--- config.mk ---
export PLATFORM = sky130hd
export DESIGN_NAME = muldiv_issue_ctrl
export DESIGN_NICKNAME = d
export VERILOG_FILES = /design/src/rtl/muldiv_issue_ctrl.sv
export SDC_FILE = /design/constraint.sdc
export NUM_CORES = 1
export LEC_CHECK = 0
export CORE_MARGIN = 5
export CORE_UTILIZATION = 40
export DETAILED_ROUTE_END_ITERATION = 16
export PLACE_DENSITY = 0.77
export SETUP_SLACK_MARGIN = 0.3
export SLEW_MARGIN = 0
export SYNTH_ARGS = -nofsm -noshare
export SYNTH_HDL_FRONTEND = slang
export SYNTH_SLANG_ARGS = --single-unit
--- constraint.sdc ---
create_clock -name Clk -period 3.25 [get_ports Clk]
set_input_delay 0.4875 -clock Clk [delete_from_list [all_inputs] [get_ports Clk]]
set_output_delay 0.4875 -clock Clk [all_outputs]
set_load 0.02 [all_outputs]
--- src/rtl/muldiv_issue_ctrl.sv ---
// Issue and hazard controller for the HI/LO multiply-divide unit: decodes HI/LO functs,
// latches operands, sequences start/write/select, interlocks HI/LO reads and flags faults.
module muldiv_issue_ctrl #(
    parameter int unsigned TIMEOUT = 64,
    parameter int unsigned CNT_W   = 7
) (
    input  logic        Clk,
    input  logic        Reset,
    input  logic        Instr_Valid,
    input  logic [5:0]  Funct,
    input  logic [31:0] RsData,
    input  logic [31:0] RtData,
    output logic        Stall,
    output logic [31:0] Result,
    output logic        Result_Valid,
    output logic        DivZero,
    output logic        Err,
    output logic        MUL_Start,
    output logic        MUL_SelMD,
    output logic        MUL_SelHL,
    output logic        MUL_Write,
    output logic [31:0] MUL_DA,
    output logic [31:0] MUL_DB,
    input  logic        MUL_Flag,
    input  logic [31:0] MUL_DC
);

    localparam logic [5:0] FnMfhi  = 6'b010000;
    localparam logic [5:0] FnMthi  = 6'b010001;
    localparam logic [5:0] FnMflo  = 6'b010010;
    localparam logic [5:0] FnMtlo  = 6'b010011;
    localparam logic [5:0] FnMult  = 6'b011000;
    localparam logic [5:0] FnMultu = 6'b011001;
    localparam logic [5:0] FnDiv   = 6'b011010;
    localparam logic [5:0] FnDivu  = 6'b011011;

    localparam logic [CNT_W-1:0] TimeoutCnt = CNT_W'(TIMEOUT);

    typedef enum logic [2:0] {
        StIdle,
        StIssue,
        StWait,
        StSettle,
        StRead
    } state_e;

    state_e            state_q, state_d;
    logic [CNT_W-1:0]  cnt_q, cnt_d, cnt_inc;
    logic [31:0]       da_q, da_d;
    logic [31:0]       db_q, db_d;
    logic              sel_md_q, sel_md_d;
    logic              sel_hl_q, sel_hl_d;
    logic              err_q, err_d;
    logic [31:0]       result_q, result_d;
    logic              result_valid_q, result_valid_d;

    logic is_mf, is_mt, is_mul, is_div, dec_hi;
    logic mt_hold, accept;

    always_comb begin
        is_mf  = (Funct == FnMfhi) || (Funct == FnMflo);
        is_mt  = (Funct == FnMthi) || (Funct == FnMtlo);
        is_mul = (Funct == FnMult) || (Funct == FnMultu);
        is_div = (Funct == FnDiv)  || (Funct == FnDivu);
        dec_hi = (Funct == FnMfhi) || (Funct == FnMthi);
    end

    // An MTHI/MTLO in the Result_Valid cycle waits one cycle so MUL_Write never
    // coincides with Result_Valid.
    assign mt_hold = result_valid_q && is_mt;
    assign Stall   = Instr_Valid && ((state_q != StIdle) || mt_hold);
    assign accept  = Instr_Valid && (state_q == StIdle) && !mt_hold;
    assign cnt_inc = cnt_q + CNT_W'(1);

    always_comb begin
        state_d        = state_q;
        cnt_d          = cnt_q;
        da_d           = da_q;
        db_d           = db_q;
        sel_md_d       = sel_md_q;
        sel_hl_d       = sel_hl_q;
        err_d          = err_q;
        result_d       = result_q;
        result_valid_d = 1'b0;
        MUL_Start      = 1'b0;
        MUL_Write      = 1'b0;
        MUL_DA         = da_q;
        MUL_SelHL      = sel_hl_q;
        DivZero        = 1'b0;

        unique case (state_q)
            StIdle: begin
                if (accept) begin
                    if (is_mul || is_div) begin
                        da_d     = RsData;
                        db_d     = RtData;
                        sel_md_d = is_div;
                        DivZero  = is_div && (RtData == 32'd0);
                        state_d  = StIssue;
                    end else if (is_mt) begin
                        MUL_Write = 1'b1;
                        MUL_DA    = RsData;
                        MUL_SelHL = dec_hi;
                    end else if (is_mf) begin
                        sel_hl_d  = dec_hi;
                        MUL_SelHL = dec_hi;
                        state_d   = StRead;
                    end
                end
            end
            StIssue: begin
                MUL_Start = 1'b1;
                cnt_d     = '0;
                state_d   = StWait;
            end
            StWait: begin
                cnt_d = cnt_inc;
                // A completion in the timeout cycle still counts as success.
                if (MUL_Flag) begin
                    state_d = StSettle;
                end else if (cnt_inc == TimeoutCnt) begin
                    err_d   = 1'b1;
                    state_d = StIdle;
                end
            end
            StSettle: begin
                state_d = StIdle;
            end
            StRead: begin
                result_d       = MUL_DC;
                result_valid_d = 1'b1;
                state_d        = StIdle;
            end
            default: begin
                state_d = StIdle;
            end
        endcase
    end

    always_ff @(posedge Clk) begin
        if (Reset) begin
            state_q        <= StIdle;
            cnt_q          <= '0;
            da_q           <= '0;
            db_q           <= '0;
            sel_md_q       <= 1'b0;
            sel_hl_q       <= 1'b0;
            err_q          <= 1'b0;
            result_q       <= '0;
            result_valid_q <= 1'b0;
        end else begin
            state_q        <= state_d;
            cnt_q          <= cnt_d;
            da_q           <= da_d;
            db_q           <= db_d;
            sel_md_q       <= sel_md_d;
            sel_hl_q       <= sel_hl_d;
            err_q          <= err_d;
            result_q       <= result_d;
            result_valid_q <= result_valid_d;
        end
    end

    assign MUL_DB       = db_q;
    assign MUL_SelMD    = sel_md_q;
    assign Err          = err_q;
    assign Result       = result_q;
    assign Result_Valid = result_valid_q;

    a_ctrl_exclusive: assert property (@(posedge Clk) disable iff (Reset)
        $onehot0({MUL_Start, MUL_Write, Result_Valid}));

endmodule
==> results.md <==
- Result of the run: finished clean
- DRT Wirelength: 14.40 mm
- Antenna violations before repair: 0
- Count of buffers from port buffering: 209
- Wire length per cell: 15.74 um
- Number of buffers added by the clock tree synthesis step: 9
- Start-to-end type of the worst setup path: in -> out
- Share of synthesized cell area in and, or, nand and nor gates: 23.73%
- Antenna diode count: 0
- Synth Register Bits: 110
- Via count normalized by instance count: 5.161
- Worst Setup Start Kind: input pin
- Xor and xnor area share after synthesis: 0.1856%
- Post-CTS Repair Setup Buffers: 0
- Number of global-route vias before repair: 4,641
- Wire length of the first global-routing pass: 23.20 mm
- Sequential area share after synthesis: 46.66%
- Initial DRC Count: 332
- Number of cells produced by synthesis: 577
- Flip-flop cell with the highest count after synthesis: sky130_fd_sc_hd__dfxtp_1
- Number of distinct library cells after synthesis: 47
- Fraction of the mapped netlist area in adder cells: 0.2651%
- Maximum single-stage delay on the critical path: 0.48 ns
- Crit. End Element: output port
- Root buffer selected by CTS: sky130_fd_sc_hd__clkbuf_16
- Minimum setup slack in the final design: 0.3353 ns
- Power per standard cell area: 378.9 nW/um^2
- Worst slack at placement: 0.06572 ns
- Commonest cells after routing, fill and taps aside: sky130_fd_sc_hd__nand2_1 (207), sky130_fd_sc_hd__clkdlybuf4s50_1 (173), sky130_fd_sc_hd__dfxtp_1 (110)
- Fill cell count: 997
- Die Outline Area: 14,070 um^2
- Kind of cell with the highest combined delay on the critical path: buffers and inverters
- Async set-or-reset flop fraction in the synthesized netlist: 0%
- Count of pins on the block boundary: 210
- Unrepaired setup endpoints after global routing: yes
- H-tree levels: 3
- Final count of negative-setup-slack endpoints: 0
- Compound-Gate Fraction of Synth Area: 14.69%
- CTS hold repair buffers: 0
- Proportion of layout cells with a drive suffix above 1: 9.067%
- Measured slew at the worst slew-check pin: 1.111 ns
- Aggregate global-route resource usage: 19.95%
- Initial Util: 40.98%
- Area growth from synthesis to layout: 52.54%
- CP Buf/Inv Count: 3
- Detail Route Antenna Nets: 0
- Crit path arrival time: 2.43 ns
- Final GP Congestion: 0.8050
- Largest family of logic cells by synthesized area: simple AND/OR/NAND/NOR gates
- CTS tree: built
- Critical path data required time: 2.76 ns
- Number of nets in the layout: 874
- Std-Cell Rows: 39
- Post-CTS Resized: 35
- CTS sink cnt: 110
- Clock network latency to the later pin of the worst-skew pair: 0.34 ns
- Relative slew slack: 25.92%
- Number of optimization iterations in the first detailed-route pass: 4
- Synthesized netlist net count: 684
- Clock transition at the register clock pins on the worst setup and hold paths after CTS: 0.07 ns
- Peak clock frequency supported by timing: 343.1 MHz
- Total grt overflow: 0
- Pin count of the biggest net entering global routing: 96
- Die width: 118.6 um
- Syn Std Cell Area: 4720 um^2
- Hold Violations, Final: 0
- CP max-delay cell: sky130_fd_sc_hd__clkdlybuf4s50_1
- Core region area: 11,520 um^2
- Number of remaining DRC errors: 0
- Worst hold-check slack: 0.4506 ns
- Cell-by-cell listing of the critical path: clkdlybuf4s50_1 -> and4bb_2 -> and3b_2 -> nand3b_4 -> buf_12 -> mux2_2 -> dlygate4sd2_1
- Final worst-path cycle share: 89.68%
- Count of max-cap constraint violations: 0
- Clock skew: 0.008393 ns
- Reported leakage power: 0.002747 uW
- Synth warnings: 0
- Multiplexer fraction of the synthesized cell area: 9.942%
- Post-synth EDFFs: 0
- Vias after detailed routing: 4,722
- Final worst path period need: 2.915 ns
- Worst hold path class: reg -> reg
- Peak supply drop: 0.0003012 V
- Largest driver fanout on the critical path: 15
- Sum of negative setup slack: 0 ns
- Max-slew violations: 0
- Die Y: 118.6 um
- Post-Synthesis Mean Instance Area: 8.179 um^2
- DPL Wire Length: 10.64 mm
- Most common library cell in the layout ignoring fill and taps: sky130_fd_sc_hd__nand2_1
- Buffers from clock root to sink, at most: 2
## cell usage after synthesis, types with 6 or more instances
cell type,number,share of area (%)
sky130_fd_sc_hd__nand2_1,207,16
sky130_fd_sc_hd__mux2_4,29,9.2
sky130_fd_sc_hd__clkbuf_1,27,2.1
sky130_fd_sc_hd__nor2_1,8,0.64
sky130_fd_sc_hd__a21oi_1,106,11
sky130_fd_sc_hd__dfxtp_1,110,47
sky130_fd_sc_hd__nor4_1,6,0.80
sky130_fd_sc_hd__buf_2,9,0.95
sky130_fd_sc_hd__o21ai_0,8,0.85
## registers in the layout, indices dropped and copies added (netlist names)
| register | cells |
|---|---|
| Err | 1 |
| MUL_DB | 32 |
| MUL_SelMD | 1 |
| Result | 32 |
| Result_Valid | 1 |
| cnt_q | 7 |
| da_q | 32 |
| sel_hl_q | 1 |
| state_q | 3 |
## worst register-to-register path, cell delays in order, from the launching register on
cell                      delay (ns)
sky130_fd_sc_hd__dfxtp_1        0.67
sky130_fd_sc_hd__and2_1         0.96
sky130_fd_sc_hd__nand2_1        0.20
sky130_fd_sc_hd__a21oi_1        0.17
## per-stage QoR
stage | util (%) | cell area [um^2] | cells | total power [uW]
floorplan | - | 4720 | 577 | 1485
global placement | 60.21 | 6934 | 899 | 1670
detailed placement | 60.21 | 6934 | 899 | 1675
CTS | 62.48 | 7196 | 915 | 2752
global route | 62.52 | 7199 | 915 | 2837
finish | 62.52 | 7199 | 915 | 2728
## area by class of cell
| type | count | area, um^2 | area share (%) |
|---|---|---|---|
| multi-input combinational | 420 | 2317 | 32.19 |
| clock buffer | 14 | 284.0 | 3.945 |
| inverter | 3 | 11.26 | 0.1564 |
| tap | 143 | 178.9 | 2.485 |
| sequential | 110 | 2202 | 30.59 |
| clock inverter | 2 | 13.76 | 0.1912 |
| timing repair buffer | 223 | 2192 | 30.45 |
## worst paths after layout
| path | end | slack [ns] | cells after the start | from |
|---|---|---|---|---|
| min reg2reg | MUL_DB[8] | 0.45 | 2 | MUL_DB[8] |
| max reg2reg | Result[27] | 1.18 | 3 | state_q[2] |
| min | MUL_DB[8] | 0.45 | 2 | MUL_DB[8] |
| max | MUL_DA[31] | 0.34 | 7 | Funct[5] |
## where the power goes
| group | leakage, uW | internal (uW) | total [uW] | switching (uW) |
|---|---|---|---|---|
| clock network | 0.000149 | 605 | 1090 | 482 |
| registers | 0.000887 | 1360 | 1370 | 7.71 |
| logic | 0.00171 | 162 | 273 | 111 |
| total | 0.00275 | 2130 | 2730 | 601 |
## logic make-up after synthesis
logic type | count (synthesis)
fa+ha+maj | 1
xor+xnor | 1
simple gates | 257
buf+inv | 47
flops | 110
mux | 32
compound gates | 129
## metal layers
layer  track usage [%]  part of all wire (%)
met5                 0                     0
met4             6.951                   2.0
met3             7.498                   8.6
met2             34.07                    49
met1             22.91                    41
(Power assumes the default switching activity.)
